$ cat src/rtl/dm_pkg.sv
// Shared encodings for the data-memory arbiter:
// scanner states and the response-owner tag.
package dm_pkg;

  typedef enum logic [1:0] {
    S_WAIT = 2'd0,
    S_PEND = 2'd1,
    S_RESP = 2'd2
  } scan_state_t;

  typedef enum logic [1:0] {
    TAG_NONE = 2'd0,
    TAG_CPU  = 2'd1,
    TAG_SCAN = 2'd2
  } tag_t;

  // Owner of next cycle's read data.
  // Writes never produce a response.
  function automatic tag_t owner_tag(
    input logic cpu_rd,
    input logic scan_rd
  );
    tag_t t;
    t = TAG_NONE;
    if (scan_rd) t = TAG_SCAN;
    else if (cpu_rd) t = TAG_CPU;
    return t;
  endfunction

endpackage

$ cat src/rtl/dm_arbiter_if.sv
// CPU MEM-stage access port of the data-memory
// arbiter: request/grant plus read response.
interface dm_arbiter_if #(
  parameter int ADDR_W = 6,
  parameter int DATA_W = 32
);

  logic              cpu_req;
  logic              cpu_we;
  logic [ADDR_W-1:0] cpu_addr;
  logic [DATA_W-1:0] cpu_wdata;
  logic              cpu_gnt;
  logic [DATA_W-1:0] cpu_rdata;
  logic              cpu_rvalid;

  modport master (
    output cpu_req,
    output cpu_we,
    output cpu_addr,
    output cpu_wdata,
    input  cpu_gnt,
    input  cpu_rdata,
    input  cpu_rvalid
  );

  modport slave (
    input  cpu_req,
    input  cpu_we,
    input  cpu_addr,
    input  cpu_wdata,
    output cpu_gnt,
    output cpu_rdata,
    output cpu_rvalid
  );

endinterface

$ cat src/rtl/dm_scanner.sv
// Debug display scanner: periodically reads one
// data-memory word and holds the last result.
import dm_pkg::*;

module dm_scanner #(
  parameter int ADDR_W   = 6,
  parameter int DATA_W   = 32,
  parameter int SCAN_DIV = 16
) (
  input  logic              clk,
  input  logic              rst,
  input  logic              scan_en,
  input  logic              scan_gnt,
  input  logic              rsp,
  input  logic [DATA_W-1:0] mem_rdata,
  output logic              scan_req,
  output logic [ADDR_W-1:0] scan_ptr,
  output logic [ADDR_W-1:0] scan_addr,
  output logic [DATA_W-1:0] scan_data
);

  localparam int DIV_W = $clog2(SCAN_DIV);
  localparam logic [DIV_W-1:0] DIV_LAST =
    DIV_W'(SCAN_DIV - 1);

  scan_state_t      state;
  scan_state_t      state_nx;
  logic [DIV_W-1:0] div;
  logic [DIV_W-1:0] div_nx;

  // State and divider registers.
  always_ff @(posedge clk or posedge rst) begin
    if (rst) begin
      state <= S_WAIT;
      div   <= '0;
    end else begin
      state <= state_nx;
      div   <= div_nx;
    end
  end

  // Next state, divider and read request.
  always_comb begin
    state_nx = state;
    div_nx   = div;
    scan_req = 1'b0;
    unique case (state)
      S_WAIT: begin
        if (!scan_en) begin
          div_nx = '0;
        end else if (div == DIV_LAST) begin
          div_nx   = '0;
          state_nx = S_PEND;
        end else begin
          div_nx = div + 1'b1;
        end
      end
      S_PEND: begin
        scan_req = scan_en;
        if (!scan_en) state_nx = S_WAIT;
        else if (scan_gnt) state_nx = S_RESP;
      end
      S_RESP: state_nx = S_WAIT;
      default: state_nx = S_WAIT;
    endcase
  end

  // Capture the routed response and advance
  // the pointer; it wraps naturally at 2^ADDR_W.
  always_ff @(posedge clk or posedge rst) begin
    if (rst) begin
      scan_ptr  <= '0;
      scan_addr <= '0;
      scan_data <= '0;
    end else if (rsp) begin
      scan_data <= mem_rdata;
      scan_addr <= scan_ptr;
      scan_ptr  <= scan_ptr + 1'b1;
    end
  end

endmodule

$ cat src/rtl/dm_arbiter.sv
// Data-memory arbiter: CPU has priority, the
// scanner gets one forced slot when starved.
import dm_pkg::*;

module dm_arbiter #(
  parameter int ADDR_W     = 6,
  parameter int DATA_W     = 32,
  parameter int SCAN_DIV   = 16,
  parameter int STARVE_MAX = 8
) (
  input  logic              clk,
  input  logic              rst,
  dm_arbiter_if.slave       cpu,
  input  logic              scan_en,
  output logic [ADDR_W-1:0] scan_addr,
  output logic [DATA_W-1:0] scan_data,
  output logic [ADDR_W-1:0] mem_addr,
  output logic              mem_we,
  output logic [DATA_W-1:0] mem_wdata,
  input  logic [DATA_W-1:0] mem_rdata
);

  localparam int SW = $clog2(STARVE_MAX + 1);
  localparam logic [SW-1:0] STARVE_TOP =
    SW'(STARVE_MAX);

  logic              scan_req;
  logic              scan_gnt;
  logic              cpu_gnt;
  logic              forced;
  logic [ADDR_W-1:0] scan_ptr;
  logic [SW-1:0]     starve_cnt;
  tag_t              tag;
  logic [DATA_W-1:0] rdata_q;
  logic              rvalid;

  dm_scanner #(
    .ADDR_W   (ADDR_W),
    .DATA_W   (DATA_W),
    .SCAN_DIV (SCAN_DIV)
  ) u_scan (
    .clk       (clk),
    .rst       (rst),
    .scan_en   (scan_en),
    .scan_gnt  (scan_gnt),
    .rsp       (tag == TAG_SCAN),
    .mem_rdata (mem_rdata),
    .scan_req  (scan_req),
    .scan_ptr  (scan_ptr),
    .scan_addr (scan_addr),
    .scan_data (scan_data)
  );

  // Single owner per cycle; starvation flips
  // priority for exactly one cycle.
  always_comb begin
    forced   = scan_req && (starve_cnt == STARVE_TOP);
    cpu_gnt  = cpu.cpu_req && !forced;
    scan_gnt = scan_req && (forced || !cpu.cpu_req);
  end

  // Memory command from the current grant;
  // writes are blocked while in reset.
  always_comb begin
    mem_addr  = cpu.cpu_addr;
    mem_wdata = cpu.cpu_wdata;
    mem_we    = 1'b0;
    unique case (1'b1)
      scan_gnt: mem_addr = scan_ptr;
      cpu_gnt:  mem_we   = cpu.cpu_we && !rst;
      default:  ;
    endcase
  end

  // Count denied pending cycles, saturating.
  always_ff @(posedge clk or posedge rst) begin
    if (rst) begin
      starve_cnt <= '0;
    end else if (scan_req && !scan_gnt) begin
      if (starve_cnt != STARVE_TOP)
        starve_cnt <= starve_cnt + 1'b1;
    end else begin
      starve_cnt <= '0;
    end
  end

  // Tag who owns next cycle's read data.
  always_ff @(posedge clk or posedge rst) begin
    if (rst) tag <= TAG_NONE;
    else tag <= owner_tag(cpu_gnt && !cpu.cpu_we,
                          scan_gnt);
  end

  // Hold the last CPU read result.
  always_ff @(posedge clk or posedge rst) begin
    if (rst) rdata_q <= '0;
    else if (rvalid) rdata_q <= mem_rdata;
  end

  assign rvalid         = (tag == TAG_CPU);
  assign cpu.cpu_gnt    = cpu_gnt;
  assign cpu.cpu_rvalid = rvalid;
  assign cpu.cpu_rdata  = rvalid ? mem_rdata : rdata_q;

endmodule
$ cat src/flat_wrapper.sv
// flat-port wrapper written by rule: the top's interface ports become plain ports
module dm_arbiter_flat 
#(
  parameter int ADDR_W     = 6,
  parameter int DATA_W     = 32,
  parameter int SCAN_DIV   = 16,
  parameter int STARVE_MAX = 8
)
  (clk, rst, scan_en, scan_addr, scan_data, mem_addr, mem_we, mem_wdata, mem_rdata, cpu_cpu_req, cpu_cpu_we, cpu_cpu_addr, cpu_cpu_wdata, cpu_cpu_gnt, cpu_cpu_rdata, cpu_cpu_rvalid);
  dm_arbiter_if #(.ADDR_W(ADDR_W), .DATA_W(DATA_W)) cpu_i ();
  input  logic clk;
  input  logic rst;
  input  logic scan_en;
  output logic [ADDR_W-1:0] scan_addr;
  output logic [DATA_W-1:0] scan_data;
  output logic [ADDR_W-1:0] mem_addr;
  output logic mem_we;
  output logic [DATA_W-1:0] mem_wdata;
  input  logic [DATA_W-1:0] mem_rdata;
  input wire logic [$bits(cpu_i.cpu_req)-1:0] cpu_cpu_req;
  input wire logic [$bits(cpu_i.cpu_we)-1:0] cpu_cpu_we;
  input wire logic [$bits(cpu_i.cpu_addr)-1:0] cpu_cpu_addr;
  input wire logic [$bits(cpu_i.cpu_wdata)-1:0] cpu_cpu_wdata;
  output wire logic [$bits(cpu_i.cpu_gnt)-1:0] cpu_cpu_gnt;
  output wire logic [$bits(cpu_i.cpu_rdata)-1:0] cpu_cpu_rdata;
  output wire logic [$bits(cpu_i.cpu_rvalid)-1:0] cpu_cpu_rvalid;
  assign cpu_i.cpu_req = cpu_cpu_req;
  assign cpu_i.cpu_we = cpu_cpu_we;
  assign cpu_i.cpu_addr = cpu_cpu_addr;
  assign cpu_i.cpu_wdata = cpu_cpu_wdata;
  assign cpu_cpu_gnt = cpu_i.cpu_gnt;
  assign cpu_cpu_rdata = cpu_i.cpu_rdata;
  assign cpu_cpu_rvalid = cpu_i.cpu_rvalid;
  dm_arbiter #(.ADDR_W(ADDR_W), .DATA_W(DATA_W), .SCAN_DIV(SCAN_DIV), .STARVE_MAX(STARVE_MAX)) u_core (.clk(clk), .rst(rst), .cpu(cpu_i), .scan_en(scan_en), .scan_addr(scan_addr), .scan_data(scan_data), .mem_addr(mem_addr), .mem_we(mem_we), .mem_wdata(mem_wdata), .mem_rdata(mem_rdata));
endmodule
$ cat config.mk
export PLATFORM = sky130hd
export DESIGN_NAME = dm_arbiter_flat
export DESIGN_NICKNAME = d
export VERILOG_FILES = /design/src/rtl/dm_pkg.sv /design/src/rtl/dm_arbiter_if.sv /design/src/rtl/dm_scanner.sv /design/src/rtl/dm_arbiter.sv /design/src/flat_wrapper.sv
export SDC_FILE = /design/constraint.sdc
export NUM_CORES = 1
export LEC_CHECK = 0
export CORE_UTILIZATION = 44
export DETAILED_ROUTE_END_ITERATION = 8
export PLACE_DENSITY = 0.91
export SETUP_SLACK_MARGIN = 0.02
export SLEW_MARGIN = 20
export SYNTH_ARGS = -nofsm -noshare
export SYNTH_HDL_FRONTEND = slang
export SYNTH_SLANG_ARGS = --single-unit
$ cat constraint.sdc
create_clock -name clk -period 9.8 [get_ports clk]
set_clock_uncertainty 0.05 [all_clocks]
set_input_delay 2.94 -clock clk [delete_from_list [all_inputs] [get_ports clk]]
set_output_delay 2.94 -clock clk [all_outputs]
set_load 0.01 [all_outputs]
After elaboration in Yosys (flattened, before gate mapping)

Cells that the tools add are included.

Add/sub/neg operators: 3
Equality and inequality tests: 10
Multiplexer cells: 15
Reductions and logical operators: 14

Operator list:

| operator                                                               | number |
|---|---|
| 32-bit two-way mux                                                     | 1 |
| 4-bit two-way mux                                                      | 4 |
| 2-bit two-way mux                                                      | 5 |
| 4-bit by 1-bit adder with 4-bit output (second input constant)         | 2 |
| 4-bit equality test (second input constant)                            | 2 |
| 6-bit by 1-bit adder with 6-bit output (second input constant)         | 1 |
| 1-bit logical AND                                                      | 6 |
| 6-bit two-way mux                                                      | 1 |
| 2-bit != test (second input constant)                                  | 3 |
| 1-bit zero test                                                        | 5 |
| 2-bit by 1-bit equality test with 1-bit output (second input constant) | 2 |
| 4-bit != test (second input constant)                                  | 1 |
| 2-bit one-hot mux with 2 select lines                                  | 1 |
| 1-bit two-way mux                                                      | 3 |
| 3-bit by 2-bit != test with 1-bit output (second input constant)       | 1 |
| 3-bit AND reduction                                                    | 1 |
| 2-bit equality test (second input constant)                            | 1 |
| 2-bit zero test                                                        | 1 |
| 1-bit logical OR                                                       | 1 |

Register bits: 88
Output and inout port bits: 111
Word-level logic and storage cells: 50

Longest topological paths before layout

Depth after elaboration: 8
Depth in mapped cells: 5
Gate-level depth less buffers: 5

By module

Synthesis repeated with hierarchy kept, for this count alone.

Cell total of the unflattened synthesis: 264
Area, all modules: 3789.9 µm²

Modules (own cells, without submodules):

| module     | times used | cells an instance | area each (µm²) |
|---|---|---|---|
| dm_scanner | 1          | 129               | 1976.9 |
| dm_arbiter | 1          | 135               | 1813.0 |

Worst setup path before layout

OpenSTA, ideal clock, no wires.

Kind: input to output
Start point: in scan_en
End point: out mem_addr[0]
Arrival time: 3.608 ns
Slack: 3.202 ns
Cell stages on the path: 3
Buffers on the path: 0
Path through: nand3b_4 > a21oi_4 > mux2_2

Longest elaborated chain between the ends: 5

Ends and longest elaborated chain:

| item                  | RTL line           | text |
|---|---|---|
| start: declaration    | flat_wrapper.sv:13 | `input logic scan_en;` |
| 1-bit two-way mux (*) | dm_scanner.sv:47   | `unique case (state)` |
| 1-bit logical AND     | dm_arbiter.sv:57   | `forced = scan_req && (starve_cnt == STARVE_TOP);` |
| 1-bit logical OR      | dm_arbiter.sv:59   | `scan_gnt = scan_req && (forced \|\| !cpu.cpu_req);` |
| 1-bit logical AND (*) | dm_arbiter.sv:59   |  |
| via u_core.scan_gnt   | dm_arbiter.sv:28   | `logic scan_gnt;` |
| 6-bit two-way mux (*) | dm_arbiter.sv:68   | `unique case (1'b1)` |
| end: declaration      | flat_wrapper.sv:16 | `output logic [ADDR_W-1:0] mem_addr;` |

The timed path passes the listed nets; every way through them passes the cells marked *.

Final worst setup path

Start point: in scan_en
End point: out mem_addr[5]

Same word-level chain as after synthesis.

==> impl_metrics.yaml <==
outcome:
  status: "complete, no violations"
die:
  ioPinCount: 186
  die_y_um: 94.5
  die_w_um: 94.5
  placementRows: 33
  die-area_sq_um: 8930
  initial_core_util_pct: 45.6
  core_area_sq_um: 8260
synth:
  synth.most_common_cell: "nand2_1"
  synthFlopType: "dfrtp_1"
  synth_area_per_cell_sq_um: 10.8
  mappedNetlistArea_sq_um: 3760
  netlist.area_leader.share_pct: 58.5
  synth_enable_flop_cells: 0
  yosys.area.top_type: "dfrtp_1"
  synth-seq-cells: 88
  ys_warn_count: 0
  synth_nets: 426
  yosys-top-cells-count: "nand2_1, dfrtp_1, mux2_2, buf_4"
  syn-instance-count: 347
  yosys-top-cells-area: "dfrtp_1, nand2_1, mux2_2, buf_4, xnor2_1"
  yosysUniqueCellTypes: 31
  seq_area_frac_synth_pct: 58.5
  synthArstFlopShare_pct: 100
power_and_ir_drop:
  power_density_nw_per_um2: 156
  fin_total_pwr_mw: 0.784
  ir_drop_mv: 0.0762
  leakagePower_nw: 2.24
sta:
  rsz0062_at_grt: "no"
  fin_tns_setup_ns: 0
  hold_violations: 0
  tightestPinTransition_ns: 0.882
  finalMaxSlewViolations: 0
  fmax_ghz: 0.128
  fin_crit_sh_pct: 79.5
  fin_crit_ns: 7.79
  setup_viol: 0
  slew-limit-headroom_pct: 41.2
  whs_ns: 0.433
  layout_setup_ws_ns: 2.01
grt:
  grt_pass1_wl_um: 13400
  grt_antenna_before_repair: 0
  grt_max_degree: 89
  grt-ovfl-total: 0
  grt_pass1_vias: 2829
  grtUsageTotal_pct: 19.6
hold_path:
  worstHoldStart: "u_core.u_scan.scan_data[11]"
  hold_end: "u_core.u_scan.scan_data[11]"
  hp-class: "flip-flop to flip-flop"
  hold_depth: 2
clocking:
  clk_pin_slew_ns: 0.08
  cts_sinks: 88
  cts_hold_buf: 0
  worstSkewPairLatency_ns: 0.34
  cts_resized: 0
  cts_buffers: 9
  cts-root-buf: "clkbuf_8"
  clk_path_buf_depth: 2
  cts_setup_buffers: 0
  cts_tree: "yes"
  h-tree-depth: 3
worst_setup_path:
  worst-r2r-cell-count: 2
  critical_path_class: "primary input to output pin"
  end_kind: "output pin"
  regToRegSetupSlack_ns: 8.08
  worstReg2RegStart: "u_core.tag[1]"
  crit_path_start_kind: "primary input"
  cp_max_fo: 7
  cp.arrival_ns: 4.80
  reg2reg_to: "u_core.rdata_q[30]"
  crit_required_ns: 6.81
routing:
  postRouteAntennaNets: 0
  route.detailed.drc: 0
  vias: 2694
  via_per_inst: 4.93
  dr.first_iter.drc_count: 106
  routed_wl_um: 8420
  wire_per_inst_um: 15.4
  drt_pass1_iterations: 4
layout:
  multiInputGateArea_sq_um: 1240
  drive_gt1_share_pct: 14.3
  final_cells: 546
  nFillCells: 681
  layout.nets: 515
  diodes: 0
  ff_latch_area_sq_um: 2200
  area_growth_pct: 33.7
placed_design:
  gp_congestion: 0.812
  hpwl_um: 5850
  placedCellCount: 529
  dp_worst_setup_slack_ns: 2.00
  portBuffers: 121
run:
  drv_cap: 0
==> metrics by stage <==
step           area [sq um]  utilization [%]
4_1_cts                5000             60.6
6_report               5030             61.0
5_1_grt                5030             61.0
3_3_place_gp           4830             58.5
3_5_place_dp           4830             58.5
2_1_floorplan          3760                -
==> state kept, by name (all words and copies together), names as in the netlist <==
register,cells
u_core.u_scan.scan_ptr,6
u_core.u_scan.scan_data,32
u_core.starve_cnt,4
u_core.rdata_q,32
u_core.u_scan.scan_addr,6
u_core.u_scan.div,4
u_core.u_scan.state,2
u_core.tag,2
==> cells by family (layout without fill, tap and decap cells) <==
kind of cell    Yosys count  count (layout)  share of synthesized area [%]
simple gates            145             145                           16.3
fa+ha+maj                 4               4                           1.33
flops                    88              88                           58.5
xor+xnor                  7               7                           1.63
buf+inv                  54             148                           8.84
mux                      39              39                           11.6
compound gates           10              10                           1.83
==> layout make-up <==
class                   count  area share, %
clock inverters             6          0.895
inverters                   9          0.696
flip-flops and latches     88           43.7
clock buffers              10           2.54
well taps                 105           2.61
multi-input cells         205           24.7
repair buffers            123           24.8
==> worst max-delay path, stage by stage <==
cell and delay (ns):
clkdlybuf4s50_1 0.61, nand3b_4 0.13, a21oi_4 0.26, mux2_2 0.38, clkdlybuf4s50_1 0.48
==> metal layers <==
metal	wire, um	part of all wire [%]	track usage [%]	vias to the layer above
met3	497	5.9	4.51	25
met2	4390	52	34.9	76
met1	3380	40	22.7	1331
li1	-	-	-	1262
met5	0	0	0	-
met4	148	1.8	8.33	0
==> power by group <==
| part | internal [mW] | switching [mW] | leakage (nW) |
|---|---|---|---|
| logic | 0.0922 | 0.0624 | 1.14 |
| clock network | 0.0931 | 0.129 | 0.0789 |
| registers | 0.394 | 0.0132 | 1.01 |
==> cell usage in the layout, fill, tap and decap left out, types with 2 or more instances in the layout <==
master,netlist,layout
clkdlybuf4s50_1,0,121
nand2_1,120,120
dfrtp_1,88,88
mux2_2,38,38
clkbuf_8,0,9
inv_1,8,7
nor2_1,6,6
xnor2_1,6,6
nand3_1,5,5
o21ai_0,4,4
ha_1,4,4
nand4_1,3,3
clkinvlp_4,0,3
nand2b_2,0,2
clkinv_2,0,2
a21oi_1,2,2
==> how the worst max path moves through the flow <==
stage / start / to / slack (ns) / cells past startpoint
3_3_place_gp: scan_en / mem_addr[5] / 2.05 / 5
6_report: scan_en / mem_addr[5] / 2.01 / 5
4_1_cts: scan_en / mem_addr[4] / 2.00 / 5
3_5_place_dp: scan_en / mem_addr[4] / 2.00 / 5
5_1_grt: scan_en / mem_addr[4] / 1.95 / 5
2_1_floorplan: scan_en / mem_addr[0] / 3.20 / 3
(Power assumes the default switching activity.)
